<file path="src/rtl/serial_arith_unit.sv">
// Bit-serial add/subtract/transfer/decrement unit: one full-adder slice, LSB first.
// Latency WIDTH+1 cycles from accepting edge to done; start is ignored while busy.
module serial_arith_unit #(
  parameter int WIDTH = 4
) (
  input  logic             clk,
  input  logic             rst,
  input  logic             start,
  input  logic             s1,
  input  logic             s0,
  input  logic [WIDTH-1:0] a,
  input  logic [WIDTH-1:0] b,
  input  logic             cin,
  output logic             busy,
  output logic             done,
  output logic [WIDTH-1:0] s,
  output logic             cout
);

  localparam int CW = (WIDTH > 2) ? $clog2(WIDTH) : 1;

  typedef enum logic [1:0] {IDLE, RUN, DONE} state_t;

  state_t           state, state_nxt;
  logic [WIDTH-1:0] a_sh, b_sh;
  logic [1:0]       op;
  logic             carry;
  logic [CW-1:0]    cnt;
  logic             load, last, b_bit, sum_bit, carry_nxt;

  // Operand B as seen by the slice, selected by the latched op code.
  always_comb begin
    b_bit = b_sh[0];
    case (op)
      2'b00:   b_bit = b_sh[0];
      2'b01:   b_bit = ~b_sh[0];
      2'b10:   b_bit = 1'b0;
      default: b_bit = 1'b1;
    endcase
    sum_bit   = a_sh[0] ^ b_bit ^ carry;
    carry_nxt = (a_sh[0] & b_bit) | (a_sh[0] & carry) | (b_bit & carry);
    last      = (cnt == CW'(WIDTH - 1));
  end

  always_comb begin
    state_nxt = state;
    load      = 1'b0;
    busy      = 1'b0;
    done      = 1'b0;
    case (state)
      IDLE: begin
        if (start) begin
          load      = 1'b1;
          state_nxt = RUN;
        end
      end
      RUN: begin
        busy = 1'b1;
        if (last) state_nxt = DONE;
      end
      DONE: begin
        done = 1'b1;
        if (start) begin
          load      = 1'b1;
          state_nxt = RUN;
        end else begin
          state_nxt = IDLE;
        end
      end
      default: state_nxt = IDLE;
    endcase
  end

  always_ff @(posedge clk or posedge rst) begin
    if (rst) state <= IDLE;
    else     state <= state_nxt;
  end

  // s keeps the previous result across the load edge; it only starts shifting in RUN.
  always_ff @(posedge clk or posedge rst) begin
    if (rst) begin
      a_sh  <= '0;
      b_sh  <= '0;
      op    <= 2'b00;
      carry <= 1'b0;
      cnt   <= '0;
      s     <= '0;
      cout  <= 1'b0;
    end else if (load) begin
      a_sh  <= a;
      b_sh  <= b;
      op    <= {s1, s0};
      carry <= cin;
      cnt   <= '0;
    end else if (state == RUN) begin
      a_sh  <= a_sh >> 1;
      b_sh  <= b_sh >> 1;
      carry <= carry_nxt;
      cnt   <= cnt + CW'(1);
      s     <= {sum_bit, s[WIDTH-1:1]};
      if (last) cout <= carry_nxt;
    end
  end

endmodule

</file>
<file path="config.mk">
export PLATFORM = sky130hd
export DESIGN_NAME = serial_arith_unit
export DESIGN_NICKNAME = d
export VERILOG_FILES = /design/src/rtl/serial_arith_unit.sv
export SDC_FILE = /design/constraint.sdc
export NUM_CORES = 1
export LEC_CHECK = 0
export CAP_MARGIN = 20
export CORE_MARGIN = 3
export CORE_UTILIZATION = 35
export DETAILED_ROUTE_END_ITERATION = 12
export PLACE_DENSITY = 0.61
export REMOVE_ABC_BUFFERS = 1
export SETUP_SLACK_MARGIN = 0.2
export SKIP_LAST_GASP = 1
export SLEW_MARGIN = 20
export SYNTH_ARGS = -nofsm -noshare
export SYNTH_HDL_FRONTEND = slang
export SYNTH_SLANG_ARGS = --single-unit
</file>
<file path="constraint.sdc">
create_clock -name clk -period 1.9 [get_ports clk]
set_input_delay 0.38 -clock clk [delete_from_list [all_inputs] [get_ports clk]]
set_output_delay 0.38 -clock clk [all_outputs]
set_load 0.05 [all_outputs]
</file>
==> results of run 1 <==
metal layers:
layer	wire length, µm	global-route usage [%]
met1	795	14.94
met2	814	17.10
met3	81	2.227
met4	36	5.960
met5	0	0
critical path: cells and delay by family (launching register included):
family	cells	cell delay, ps
flip-flops	1	440
AND/OR/NAND/NOR	1	210
buffers and inverters	2	270
final cells by class:
type | count | area, µm² | share of cell area, %
Sequential cell | 20 | 501.7 | 40.67
Clock buffer | 4 | 36.28 | 2.941
Inverter | 4 | 22.52 | 1.826
Timing Repair Buffer | 27 | 260.3 | 21.10
Tap cell | 30 | 37.54 | 3.043
Multi-Input combinational cell | 56 | 375.4 | 30.43
state kept, by name, summed over array words and instances, names as in the netlist:
signal	flops
a_sh	4
b_sh	4
s	4
cnt	2
op	2
state	2
carry	1
cout	1
worst paths after layout:
kind                            startpoint  endpoint  slack (ps)  cells after the start
min in group clk                      s[0]      s[0]         490                      2
worst min register to register        s[0]      s[0]         490                      2
worst max register to register     b_sh[0]     carry         420                      5
worst min-delay path                   rst  state[0]         390                      3
worst max-delay path              state[1]      busy         300                      3
max in group asynchronous              rst  state[0]        1290                      3
Yosys cell counts (2+ instances only):
master / count / area, µm²
nand2_1: 16 / 60.06
buf_6: 2 / 22.52
nor2b_1: 3 / 18.77
mux2i_1: 2 / 20.02
a21oi_1: 2 / 10.01
o22ai_1: 4 / 25.02
nor3_1: 3 / 15.01
a21oi_2: 4 / 35.03
nor2_1: 3 / 11.26
dfrtp_1: 20 / 500.5
inv_1: 3 / 11.26
o21ai_0: 3 / 15.01
a211oi_1: 2 / 15.01
a22o_1: 3 / 26.28
report_power, final:
part | switching (mW) | total, mW | internal, mW
clock | 0.123 | 0.240 | 0.117
combinational | 0.727 | 1.29 | 0.561
sequential | 0.150 | 0.784 | 0.635
what timing repair did:
item                                    CTS  global route
gates resized for setup                   1             1
endpoints found under the setup margin    1             1
setup buffers                             0             5
kinds of logic after synthesis:
kind of cell | Yosys count | synth area share [%]
fa+ha+maj | 2 | 3.467
xor+xnor | 1 | 0.9335
mux | 2 | 2.133
flops | 20 | 53.33
buf+inv | 8 | 6.666
simple gates | 32 | 18.40
compound gates | 19 | 15.07
==> out/metrics.yaml, run 1 <==
timing:
  fmax_ghz: 0.6237
  grt_setup_unrepaired: "false"
  hold_viol: 0
  min_period_ps: 1603
  setup_tns_ps: 0
  setup_ws_ps: 296.8
  slew_violations: 0
  setup_violations: 0
  fin_crit_sh_pct: 84.38
  relSlewSlack_pct: 74.61
  holdWs_ps: 390.5
  tightest_slew_ps: 380.9
  fin_skew_ps: 7.432
synthesis:
  netlist_area_um2: 938.4
  synth-edff-count: 0
  synthFlopType: "dfrtp_1"
  async_flop_share_pct: 100.0
  syn_area_per_cell_um2: 11.17
  ys_ff_latch: 20
  ys_warn_count: 0
  seq_area_frac_synth_pct: 53.33
  synth_cells: 84
  synth_cell_type_count: 28
layout:
  drive_above_1_share_pct: 25.23
  fin_cells: 141
  layout_common_cells: "dfrtp_1, nand2_1, clkdlybuf4s50_1"
  layout_commonest_cell: "dfrtp_1"
  fillers: 241
  final_util_pct: 48.91
  insertedDiodeCount: 0
  nNetsFinal: 128
  final_area_um2: 1234
  area_delta_synth_final_pct: 31.47
cts:
  numClockSinks: 20
  clockBufferDepth: 2
  postCtsHoldBufs: 0
  numCtsBuffers: 3
  cts_tree: "done"
  htreeDepth: 1
  clk_pin_slew_ps: 110
  clk_latency_ps: 300
  cts_root_buf: "clkbuf_4"
grt:
  grt_pass1_wl_mm: 2.891
  overflow: 0
  grt_pass1_vias: 649
  antenna_found_initial: 0
  grt_usage_pct: 11.18
  grt_max_degree: 21
worst_setup_path:
  crit_path_top_delay_cell: "dfrtp_1"
  critPathRequiredTime_ps: 1520
  max_stage_delay_ps: 440
  cp_max_fo: 12
  cp.arrival_ps: 1220
  critPathKind: "reg2out"
  crit_chain: "nand2b_4, inv_8, buf_12"
  worst_setup_path_start_kind: "flop"
  endpoint_kind: "output pin"
routing:
  ant_nets: 0
  drtIter0Drc: 11
  vias_per_cell: 4.787
  wl_mm: 1.728
  drc: 0
  routedWlPerCell_um: 12.26
  vias: 675
  firstDrtPassIters: 4
flow_run:
  max_cap_violations: 0
place:
  place_hpwl_mm: 1.240
  globalplace.congestion: 0.7890
  place_ws_ps: 238.2
  dp.cells: 132
  portBuffers: 20
  placed_area_um2: 1156
power:
  ir_worst_vdd_mv: 1.124
  leakage_nw: 0.5626
  power_mw: 2.312
  pwr_density_cell_nw_per_um2: 1874
floorplanning:
  die_y_um: 57.78
  num_rows: 18
  die_width_um: 57.78
  start_util_pct: 37.20
  dieArea_um2: 3339
  fp.coreArea_um2: 2522
  ios: 21
status:
  status: "finished clean"
worst_hold_path:
  hp-class: "in2async"
Power figures use the tool's default switching activity.
==> run 2, diff against run 1 <==
==> constraint.sdc (replaced) <==
create_clock -name clk -period 1.5 [get_ports clk]
set_input_delay 0.3 -clock clk [delete_from_list [all_inputs] [get_ports clk]]
set_output_delay 0.3 -clock clk [all_outputs]
set_load 0.05 [all_outputs]
==> run 2 against run 1 <==
Global-route usage grew 1.9 points. Clock skew fell by 2.5 ps. Clock power grew 83%. Critical path type unchanged.
==> out/metrics.yaml, run 2 (synthesized netlist as in run 1, its figures left out) <==
cts:
  numClockSinks: 20  # unchanged
  numCtsBuffers: 3  # unchanged
  cts_tree: "done"
  htreeDepth: 1  # unchanged
  cts_root_buf: "clkbuf_4"
  clk_latency_ps: 300  # about the same
  clockBufferDepth: 2  # unchanged
  clk_pin_slew_ps: 120  # about the same
  postCtsHoldBufs: 0  # unchanged
timing:
  fin_skew_ps: 4.940  # -2.492 ps
  tightest_slew_ps: 254.1  # -126.8 ps
  grt_setup_unrepaired: "true"
  fmax_ghz: 0.7004
  slew_violations: 0  # unchanged
  hold_viol: 0  # unchanged
  min_period_ps: 1428
  fin_crit_sh_pct: 95.18
  setup_violations: 0  # unchanged
  setup_tns_ps: 0  # unchanged
  relSlewSlack_pct: 83.06  # +8.5 points
routing:
  firstDrtPassIters: 4  # unchanged
  drtIter0Drc: 9  # -2
  ant_nets: 0  # unchanged
  routedWlPerCell_um: 13.20  # +7.7%
  wl_mm: 1.901  # +10%
  vias_per_cell: 4.701  # -1.8%
  vias: 677  # +0.30%
  drc: 0  # unchanged
place:
  dp.cells: 134  # +1.5%
  place_hpwl_mm: 1.276  # +3.0%
  globalplace.congestion: 0.7684  # -2.6%
  portBuffers: 20  # unchanged
power:
  pwr_density_cell_nw_per_um2: 2494  # +33%
  leakage_nw: 0.6253  # +11%
  switchingPower_mw: 1.387  # +39%
  swShare_pct: 40.58  # -2.7 points
  comb_power_share_pct: 57.4  # +1.7 points
  p_int_mw: 2.031  # +55%
  ir_worst_vdd_mv: 1.481  # +32%
  p_seq_share_pct: 29.7  # -4.2 points
  p_clk_share_pct: 12.8  # +2.4 points
layout:
  layout_common_cells: "dfrtp_1, nand2_1, clkdlybuf4s50_1"
  area_delta_synth_final_pct: 46.00
  insertedDiodeCount: 0  # unchanged
  nNetsFinal: 131  # +2.3%
  drive_above_1_share_pct: 32.46  # +7.2 points
  reg.largest.list: "a_sh x4, b_sh x4, s x4"
  fin_cells: 144  # +2.1%
  layout_commonest_cell: "dfrtp_1"
worst_hold_path:
  hp-class: "in2async"
worst_setup_path:
  cp_max_fo: 3  # -9
  max_stage_delay_ps: 450  # about the same
  rr_worst_depth: 4  # -1
  critPathKind: "reg2out"
  r2r_start: "b_sh[0]"
  cp.buffers_inverters: 1  # -1
  timing.rr.end: "s[3]"
  cp.arrival_ps: 1130  # -90 ps
  endpoint_kind: "output pin"
  cp-startpoint: "state[0]"
  worst_setup_path_start_kind: "flop"
  critPathRequiredTime_ps: 1200  # -320 ps
  crit_path_top_delay_cell: "dfrtp_2"
  regToRegSetupSlack_ps: 100  # -320 ps
  crit_chain: "and2b_1, buf_12"
  crit_family: "flip-flops"
status:
  status: "finished clean"
grt:
  grt_pass1_vias: 733  # +13%
  overflow: 0  # unchanged
  grt_pass1_wl_mm: 3.325  # +15%
  grt_usage_pct: 13.11  # +1.9 points
  grt_max_degree: 21  # unchanged
  antenna_found_initial: 0  # unchanged
floorplanning:
  num_rows: 18  # unchanged
  die_y_um: 57.78  # unchanged
  ios: 21  # unchanged
  fp.coreArea_um2: 2522  # unchanged
  die_width_um: 57.78  # unchanged
  start_util_pct: 37.20  # unchanged
  dieArea_um2: 3339  # unchanged
flow_run:
  max_cap_violations: 0  # unchanged
## run 2: cell types whose count changed in the layout (fill, tap and decap cells not counted), sizes merged
cell    before  now
buf         14   17
bufinv       0    1
clkbuf       4    3
## run 2: cell type report
type,count,area [µm²]
Sequential cell,20,501.7
Timing Repair Buffer,30,345.3
Clock buffer,3,22.52
Fill cell,242,1152
Clock inverter,1,30.03
Multi-Input combinational cell,56,410.4
Tap cell,30,37.54
Inverter,4,22.52
## run 2: worst max-delay path by stage
stage / end / slack, ps / cells after the start
2_1_floorplan: carry / 180 / 5
3_3_place_gp: b_sh[1] / 30 / 4
3_5_place_dp: b_sh[3] / 20 / 5
4_1_cts: done / 60 / 2
5_1_grt: done / 10 / 2
6_report: done / 70 / 2
## run 2: layer usage
metal,part of all wire (%),global-route usage (%)
met1,45,17.09
met2,50,21.45
met3,2.9,2.227
met4,2.2,5.629
met5,0,0
## run 2: worst reg2reg max path, delay by kind of cell, from the launching register on
kind,cells,cell delay [ps]
AO/OA/AOI/OAI,1,110
XOR/XNOR,1,190
adder cells (fa/ha/maj),1,480
flip-flops,1,420
AND/OR/NAND/NOR,1,150
## run 2: power groups by stage
stage / Clock, mW / Combinational, mW / Sequential, mW
5_1_grt: 0.471 / 2.13 / 1.05
4_1_cts: 0.449 / 1.89 / 1.01
6_report: 0.438 / 1.96 / 1.02
2_1_floorplan: 0 / 0.880 / 1.17
3_5_place_dp: 0 / 1.70 / 1.03
3_3_place_gp: 0 / 1.68 / 1.03
## run 2: timing repair
item                                    4_1_cts  5_1_grt
endpoints found under the setup margin        5       10
pin swaps                                     4        2
setup buffers                                 4        2
resized for setup                             7        4
## run 2: metrics by stage
| stage | power [mW] | instance area, µm² | util (%) | setup WS [ps] | hold WS, ps |
|---|---|---|---|---|---|
| floorplan | 2.051 | 895.9 | - | 179.0 | 263.8 |
| global placement | 2.704 | 1234 | 48.91 | 32.76 | 458.7 |
| detailed placement | 2.734 | 1234 | 48.91 | 24.67 | 472.3 |
| CTS | 3.347 | 1338 | 53.03 | 60.96 | 317.2 |
| global route | 3.658 | 1370 | 54.32 | 12.94 | 352.5 |
| finish | 3.417 | 1370 | 54.32 | 72.26 | 309.6 |
